==> config.mk <==
export PLATFORM = sky130hd
export DESIGN_NAME = ccc_initiator
export DESIGN_NICKNAME = d
export VERILOG_FILES = /design/src/rtl/controller_pkg.sv /design/src/rtl/ccc_initiator.sv
export SDC_FILE = /design/constraint.sdc
export NUM_CORES = 1
export LEC_CHECK = 0
export CORE_MARGIN = 2
export CORE_UTILIZATION = 25
export DETAILED_ROUTE_END_ITERATION = 8
export GPL_ROUTABILITY_DRIVEN = 0
export RECOVER_POWER = 100
export SLEW_MARGIN = 20
export SYNTH_ARGS = -nofsm -noshare
export SYNTH_HDL_FRONTEND = slang
export SYNTH_SLANG_ARGS = --single-unit
==> constraint.sdc <==
create_clock -name clk_i -period 6.54 [get_ports clk_i]
set_input_delay 1.308 -clock clk_i [delete_from_list [all_inputs] [get_ports clk_i]]
set_output_delay 1.308 -clock clk_i [all_outputs]
set_load 0.02 [all_outputs]
==> src/rtl/controller_pkg.sv <==
// controller_pkg: shared CCC sequencer types and the I3C broadcast address
package controller_pkg;

  localparam logic [6:0] I3C_BCAST_ADDR = 7'h7E;

  typedef enum logic [2:0] {
    OP_START  = 3'd0,
    OP_RSTART = 3'd1,
    OP_WRITE  = 3'd2,
    OP_READ   = 3'd3,
    OP_STOP   = 3'd4
  } ccc_bus_op_e;

  typedef enum logic [1:0] {
    ERR_NONE       = 2'd0,
    ERR_NACK_BCAST = 2'd1,
    ERR_NACK_ADDR  = 2'd2
  } ccc_err_e;

  typedef enum logic [3:0] {
    S_IDLE,
    S_START,
    S_BADDR,
    S_CODE,
    S_DB,
    S_BDATA,
    S_RSTART,
    S_DADDR,
    S_DWR,
    S_DRD,
    S_STOP,
    S_RESP
  } ccc_state_e;

endpackage

==> src/rtl/ccc_initiator.sv <==
// ccc_initiator: sequences one CCC request into SDR bus primitives and collects the response
module ccc_initiator
  import controller_pkg::*;
#(
  parameter int MaxDataBytes = 4,
  localparam int LW = $clog2(MaxDataBytes + 1),
  localparam int IW = (MaxDataBytes > 1) ? $clog2(MaxDataBytes) : 1
) (
  input  logic                      clk_i,
  input  logic                      rst_ni,
  input  logic                      req_valid_i,
  output logic                      req_ready_o,
  input  logic [7:0]                req_code_i,
  input  logic                      req_db_valid_i,
  input  logic [7:0]                req_db_i,
  input  logic [6:0]                req_addr_i,
  input  logic                      req_rnw_i,
  input  logic [LW-1:0]             req_len_i,
  input  logic [8*MaxDataBytes-1:0] req_data_i,
  output logic                      bus_req_o,
  output ccc_bus_op_e               bus_op_o,
  output logic [7:0]                bus_byte_o,
  output logic                      bus_last_o,
  input  logic                      bus_done_i,
  input  logic                      bus_nack_i,
  input  logic [7:0]                bus_rdata_i,
  output logic                      rsp_valid_o,
  output ccc_err_e                  rsp_err_o,
  output logic [LW-1:0]             rsp_len_o,
  output logic [8*MaxDataBytes-1:0] rsp_data_o
);

  ccc_state_e state_q, state_d, adv, after_cmd;
  logic [7:0] code_q, db_q;
  logic db_v_q, rnw_q;
  logic [6:0] addr_q;
  logic [LW-1:0] len_q;
  logic [8*MaxDataBytes-1:0] data_q;
  logic [IW-1:0] idx_q;
  logic gap_q, accept, fire, last, bus_state;

  assign req_ready_o = state_q == S_IDLE;
  assign rsp_valid_o = state_q == S_RESP;
  assign accept      = req_valid_i && req_ready_o;
  assign bus_state   = !(state_q == S_IDLE || state_q == S_RESP);
  // gap_q forces one idle cycle after each completion so a done pulse is never reused
  assign bus_req_o   = bus_state && !gap_q;
  assign fire        = bus_req_o && bus_done_i;
  assign last        = LW'(idx_q) == len_q - LW'(1);
  assign bus_last_o  = state_q == S_DRD && last;

  always_comb begin
    after_cmd = code_q[7] ? S_RSTART : (len_q != '0 ? S_BDATA : S_STOP);
    adv = state_q;
    case (state_q)
      S_START:              adv = S_BADDR;
      S_BADDR:              adv = bus_nack_i ? S_STOP : S_CODE;
      S_CODE:               adv = db_v_q ? S_DB : after_cmd;
      S_DB:                 adv = after_cmd;
      S_BDATA, S_DWR, S_DRD: adv = last ? S_STOP : state_q;
      S_RSTART:             adv = S_DADDR;
      S_DADDR:              adv = (bus_nack_i || len_q == '0) ? S_STOP : (rnw_q ? S_DRD : S_DWR);
      S_STOP:               adv = S_RESP;
      default:              adv = state_q;
    endcase
    state_d = state_q == S_IDLE ? (accept ? S_START : S_IDLE) :
              state_q == S_RESP ? S_IDLE : fire ? adv : state_q;
  end

  always_comb begin
    bus_op_o = state_q == S_START  ? OP_START  :
               state_q == S_RSTART ? OP_RSTART :
               state_q == S_STOP   ? OP_STOP   :
               state_q == S_DRD    ? OP_READ   :
               bus_state           ? OP_WRITE  : OP_START;
    case (state_q)
      S_BADDR:      bus_byte_o = {I3C_BCAST_ADDR, 1'b0};
      S_CODE:       bus_byte_o = code_q;
      S_DB:         bus_byte_o = db_q;
      S_DADDR:      bus_byte_o = {addr_q, rnw_q};
      S_BDATA, S_DWR: bus_byte_o = data_q[{idx_q, 3'b000} +: 8];
      default:      bus_byte_o = 8'h00;
    endcase
  end

  always_ff @(posedge clk_i or negedge rst_ni) begin
    if (!rst_ni) state_q <= S_IDLE;
    else         state_q <= state_d;
  end

  always_ff @(posedge clk_i or negedge rst_ni) begin
    if (!rst_ni) begin
      gap_q      <= 1'b0;
      idx_q      <= '0;
      code_q     <= '0;
      db_q       <= '0;
      db_v_q     <= 1'b0;
      addr_q     <= '0;
      rnw_q      <= 1'b0;
      len_q      <= '0;
      data_q     <= '0;
      rsp_err_o  <= ERR_NONE;
      rsp_len_o  <= '0;
      rsp_data_o <= '0;
    end else begin
      gap_q <= fire;
      idx_q <= (state_d != state_q) ? '0 : fire ? idx_q + IW'(1) : idx_q;
      if (accept) begin
        code_q     <= req_code_i;
        db_q       <= req_db_i;
        db_v_q     <= req_db_valid_i;
        addr_q     <= req_addr_i;
        rnw_q      <= req_rnw_i;
        len_q      <= (req_len_i > LW'(MaxDataBytes)) ? LW'(MaxDataBytes) : req_len_i;
        data_q     <= req_data_i;
        rsp_err_o  <= ERR_NONE;
        rsp_len_o  <= '0;
        rsp_data_o <= '0;
      end
      if (fire && bus_nack_i && state_q == S_BADDR) rsp_err_o <= ERR_NACK_BCAST;
      if (fire && bus_nack_i && state_q == S_DADDR) begin
        rsp_err_o <= ERR_NACK_ADDR;
        rsp_len_o <= '0;
      end
      if (fire && state_q == S_DRD) begin
        rsp_data_o[{idx_q, 3'b000} +: 8] <= bus_rdata_i;
        rsp_len_o <= rsp_len_o + LW'(1);
      end
    end
  end

endmodule

## Word-level counts from Yosys, hierarchy flattened

Index checks and enable logic that the tools add are counted.

- Register bits: 104
- Input bits: 73
- Output and inout port bits: 52
- Logic and storage cells: 84

- Add/sub/neg operators: 4
- Order comparisons: 1
- Equality and inequality tests: 13
- Shifts and indexed selects: 3
- Multiplexer cells: 30
- Reductions and logical operators: 20

Operators by type and width:

| kind | number |
|---|---|
| 32-bit two-way mux | 2 |
| 8-bit one-hot mux with 5 select lines | 1 |
| 32-bit bitwise mux | 1 |
| 4-bit two-way mux | 8 |
| 4-bit one-hot mux with 8 select lines | 1 |
| 8-bit by 7-bit variable shift with 32-bit output (first input constant) | 1 |
| 32-bit by 6-bit indexed part select with 8-bit output | 1 |
| 8-bit by 7-bit indexed part select with 32-bit output | 1 |
| 3-bit two-way mux | 7 |
| 4-bit by 3-bit equality test with 1-bit output (second input constant) | 4 |
| 4-bit equality test (second input constant) | 4 |
| 2-bit two-way mux | 8 |
| 3-bit nonzero test | 3 |
| 4-bit by 2-bit equality test with 1-bit output (second input constant) | 2 |
| 1-bit logical AND | 8 |
| 5-bit negation with 7-bit output | 1 |
| 4-bit by 1-bit equality test with 1-bit output (second input constant) | 1 |
| 4-bit logical NOT | 1 |
| 4-bit != test | 1 |
| 3-bit by 1-bit adder with 3-bit output (second input constant) | 1 |
| 2-bit by 3-bit equality test with 1-bit output | 1 |
| 3-bit greater-than comparator (second input constant) | 1 |
| 3-bit logical NOT | 1 |
| 3-bit OR reduction | 1 |
| other kinds (7) | 10 |

## Logic depth before layout (Yosys ltp)

- Word-level depth: 10
- Gate-level depth with buffers: 9
- Depth with buffers taken out: 9

## Worst setup path before layout

Ideal clock, no wire load.

- Kind: flip-flop to output port
- Start point: register idx_q[0]
- End point: output port bus_byte_o[2]
- Arrival time: 1.886 ns
- Data required time: 5.232 ns
- Slack: 3.346 ns
- Cell stages (with the launch flop): 6
- Path buffers: 2
- Cells stage by stage: dfrtp_1 clkbuf_1 buf_1 mux4_2 inv_1 o221ai_1

- Longest elaborated chain between the ends: 2

RTL lines:

| element | line | text |
|---|---|---|
| start, declared | ccc_initiator.sv:39 | `logic [IW-1:0] idx_q;` |
| start signal, assigned | ccc_initiator.sv:107 | `idx_q <= (state_d != state_q) ? '0 : fire ? idx_q + IW'(1) : idx_q;` |
| 32-bit by 6-bit indexed part select with 8-bit output | ccc_initiator.sv:81 | `S_BDATA, S_DWR: bus_byte_o = data_q[{idx_q, 3'b000} +: 8];` |
| 8-bit one-hot mux with 5 select lines | ccc_initiator.sv:76 | `case (state_q)` |
| end, declared | ccc_initiator.sv:22 | `output logic [7:0] bus_byte_o,` |

No other way between the ends.

## Worst setup path in the final report

- Start point: register state_q[1]
- End point: register rsp_data_o[20]

- Longest elaborated chain between the ends: 7
- Elaborated cells between the ends (all ways): 12
- Classes of those cells: eq/ne (2); mux (3); reduce/logical (7)

RTL lines:

| element | line | text |
|---|---|---|
| start, declared | ccc_initiator.sv:33 | `ccc_state_e state_q, state_d, adv, after_cmd;` |
| start signal, assigned | ccc_initiator.sv:88 | `else state_q <= state_d;` |
| 4-bit equality test / 4-bit logical NOT (equally long branches) | ccc_initiator.sv:45, ccc_initiator.sv:42 |  |
| 1-bit logical OR | ccc_initiator.sv:45 | `assign bus_state = !(state_q == S_IDLE \|\| state_q == S_RESP);` |
| 1-bit logical NOT | ccc_initiator.sv:45 |  |
| 1-bit logical AND | ccc_initiator.sv:47 | `assign bus_req_o = bus_state && !gap_q;` |
| 1-bit logical AND | ccc_initiator.sv:48 | `assign fire = bus_req_o && bus_done_i;` |
| 1-bit logical AND | ccc_initiator.sv:125 | `if (fire && state_q == S_DRD) begin` |
| 32-bit two-way mux * | ccc_initiator.sv:125 |  |
| end signal, assigned by index | ccc_initiator.sv:126 | `rsp_data_o[{idx_q, 3'b000} +: 8] <= bus_rdata_i;` |
| end, declared | ccc_initiator.sv:30 | `output logic [8*MaxDataBytes-1:0] rsp_data_o` |

Every way passes the cells marked *; elsewhere a longest branch is shown, timed or not.
A chain may end at the register's enable or synchronous reset.

==> run summary <==
adder-cell area share of the yosys netlist -> 1.982%
r2r startpoint -> state_q[1]
cts repair resizes -> 0
ys flop type -> dfrtp_1
Async SR Flop Fraction -> 100.0%
worst path arrival time -> 5.29 ns
Synth Area in Simple Gates -> 23.19%
Rows -> 51
CP bufs+invs -> 1
clk slew on worst S/H paths -> 0.07 ns
hold depth -> 2
Area Growth Syn to Fin -> 33.97%
fillers -> 2,075
Synth Cell Area -> 5050 um2
sequential area share after synthesis -> 51.54%
Vias -> 4,178
Clock Skews -> 0.008451 ns
DRT antenna net count -> 0
drt first-iter violations -> 205
post-synthesis compound-gate area fraction -> 14.47%
Slew @ Worst Pin -> 2.752 ns
drc violations -> 0
CP Launch Type -> flip-flop
vias in the first global route -> 4,246
CTS Buf Count -> 9
Yosys warnings -> 0
CP Capture Type -> flip-flop
syn nets -> 621
crit path max-delay cell type -> clkbuf_1
CP peak stage delay -> 1.93 ns
VDD IR max -> 0.1957 mV
flop2flop setup slack -> 1.47 ns
DRT Pass-1 Iters -> 4
Pins Over Slew Limit -> 174
Placed Cells -> 901
largest family of logic cells by synthesized area -> simple AND/OR/NAND/NOR gates
H-tree depth -> 3
die area -> 21,350 um2
failing checks -> capacitance limit, slew limit
Tmin final -> 5.066 ns
cells on worst reg2reg path -> 5
Synth Instances -> 540
Final Setup Violations -> 0
layout cells sized above 1 -> 5.521%
Syn Area/Cell -> 9.352 um2
post-route insts no fill -> 917
slew margin rel. -> -83.48%
GRT overflow -> 0
LEAKAGE -> 0.003213 uW
# port buffers -> 124
largest net degree at the start of global routing -> 73
core footprint -> 19,650 um2
Die Span Y -> 146.1 um
hold path startpoint -> data_q[17]
mean routed wirelength per cell -> 15.41 um
mux cell area share after synthesis -> 4.163%
Starting Density -> 25.69%
CP Max Fanout -> 66
Nets -> 728
post-synth cell types -> 57
#FFs+latches synth -> 104
Hold Vio Cnt, Final -> 0
die span in x -> 146.1 um
Post-synth EDFFs -> 0
Crit path required time -> 6.76 ns
routed wire length -> 14.13 mm
crit-path cells -> nor4_1 -> and2_2 -> clkbuf_1 -> a21oi_1 -> a22o_1
Clock Path Buffers -> 2
IO Pins -> 125
MaxCap Viol Count -> 3
power per cell area -> 385.8 nW/um2
RSZ-0062 raised after global routing -> no
first-pass GRT wire length -> 23.03 mm
GRT Resource Usage Total -> 13.49%
hold worst-path end -> data_q[17]
clock root cell -> clkbuf_16
initial antenna violation count -> 0
TritonCTS clock tree -> done
critical path type -> flip-flop to flip-flop
Setup Fix Bufs, Post-CTS -> 0
post-route setup TNS -> 0 ns
XOR/XNOR share of the synthesized area -> 0.6938%
R2R Path End -> rsp_data_o[20]
Worst Hold Class -> flip-flop to flip-flop
Crit path max-delay family -> buffers and inverters
hpwl dp -> 10.39 mm
diode count -> 0
total clock sinks -> 104
Hold-fix buffers, CTS -> 0
clk_lat worst skew -> 0.34 ns
fmax -> 197.4 MHz
final worst-path cycle share -> 77.46%
Via density -> 4.556
status -> finished with violations
routing by layer:
layer / part of all wire [%] / track usage, % / routed length [um]
met2: 44 / 20.80 / 6252
met4: 1.2 / 2.767 / 166
met5: 0 / 0 / 0
met1: 48 / 19.05 / 6845
met3: 6.1 / 3.719 / 863
placed cells by master (no fill, tap or decap), types with 3 or more instances in the layout:
cell,count
clkdlybuf4s50_1,69
o221ai_1,6
a211oi_1,4
ha_1,8
a22oi_1,6
nand2b_1,6
a2111oi_0,3
a32oi_1,5
dlygate4sd3_1,54
nand3b_1,4
clkinv_4,3
clkbuf_16,9
a22o_1,24
inv_1,16
dfrtp_1,104
a21oi_1,15
mux2i_1,3
mux4_2,8
and3_1,3
nor2_1,17
nor3_1,3
nand3_1,13
nand2_1,197
o21ai_0,23
cells in the mapped netlist, types with 3 or more instances:
| library cell | instances | area share (%) |
|---|---|---|
| nand2_1 | 198 | 15 |
| a32oi_1 | 5 | 0.87 |
| ha_1 | 8 | 2.0 |
| nand3_1 | 13 | 1.3 |
| o21ai_0 | 23 | 2.3 |
| a22o_1 | 24 | 4.2 |
| nand2b_1 | 6 | 0.74 |
| nor2_1 | 16 | 1.2 |
| inv_1 | 16 | 1.2 |
| buf_2 | 7 | 0.69 |
| dfrtp_1 | 104 | 52 |
| nand3b_1 | 4 | 0.59 |
| a2111oi_0 | 3 | 0.52 |
| nor3_1 | 3 | 0.30 |
| a21oi_1 | 15 | 1.5 |
| o221ai_1 | 6 | 1.0 |
| a211oi_1 | 3 | 0.45 |
| buf_1 | 5 | 0.37 |
| and3_1 | 3 | 0.37 |
| mux4_2 | 8 | 3.6 |
| mux2i_1 | 3 | 0.59 |
| a22oi_1 | 6 | 0.89 |
| clkbuf_1 | 16 | 1.2 |
worst register-to-register path, stage by stage (launching register included):
cell	delay (ns)
dfrtp_1	0.62
nor4_1	1.03
and2_2	0.30
clkbuf_1	1.93
a21oi_1	0.63
a22o_1	0.44
worst max path at each step:
stage / end / slack [ns] / cells after the start / start
after floorplan: bus_byte_o[2] / 3.35 / 5 / idx_q[0]
after global routing: rsp_data_o[17] / 0.93 / 5 / state_q[3]
final: rsp_data_o[20] / 1.47 / 5 / state_q[1]
after global placement: bus_byte_o[6] / 2.58 / 5 / state_q[3]
after detailed placement: bus_byte_o[6] / 2.52 / 5 / state_q[3]
after CTS: bus_byte_o[6] / 2.13 / 5 / state_q[3]
sequential cells by signal (all words and copies together), names as in the netlist, 2 cells and up:
signal      cells
db_q            8
rsp_err_o       2
data_q         32
state_q         4
addr_q          7
code_q          8
rsp_data_o     32
idx_q           2
len_q           3
rsp_len_o       3
cell type report:
class                      instances  area [um2]  area share [%]
inverter                          16       60.06          0.8877
multi-input combinational        389        2212           32.70
clock inverter                     6       68.82           1.017
clock buffer                      10       239.0           3.532
timing repair buffer             127        1251           18.49
tap                              265       331.6           4.901
sequential                       104        2603           38.47
per-stage QoR:
step	setup slack, ns	area [um2]	hold WS [ns]	util [%]	power [uW]
after floorplan	3.346	5050	0.4403	-	1734
after global placement	2.582	6506	0.4548	33.10	2107
after detailed placement	2.520	6506	0.4575	33.10	2121
after CTS	2.126	6814	0.4753	34.67	2682
after global routing	0.9319	6765	0.4938	34.42	2817
final	1.474	6765	0.4703	34.42	2610
power breakdown:
group / internal, uW / leakage, uW / switching (uW)
clock: 309 / 0.000149 / 241
combinational: 440 / 0.00170 / 584
sequential: 844 / 0.00136 / 193
total: 1590 / 0.00321 / 1020
cell families after synthesis:
kind of cell	after synthesis
AOI/OAI and AO/OA	101
xor gates and xnor gates	4
adders and majority gates	8
buffers and inverters	47
DFF	104
muxes	11
and+or+nand+nor	265
No activity file was read; power rests on OpenSTA's default activity.
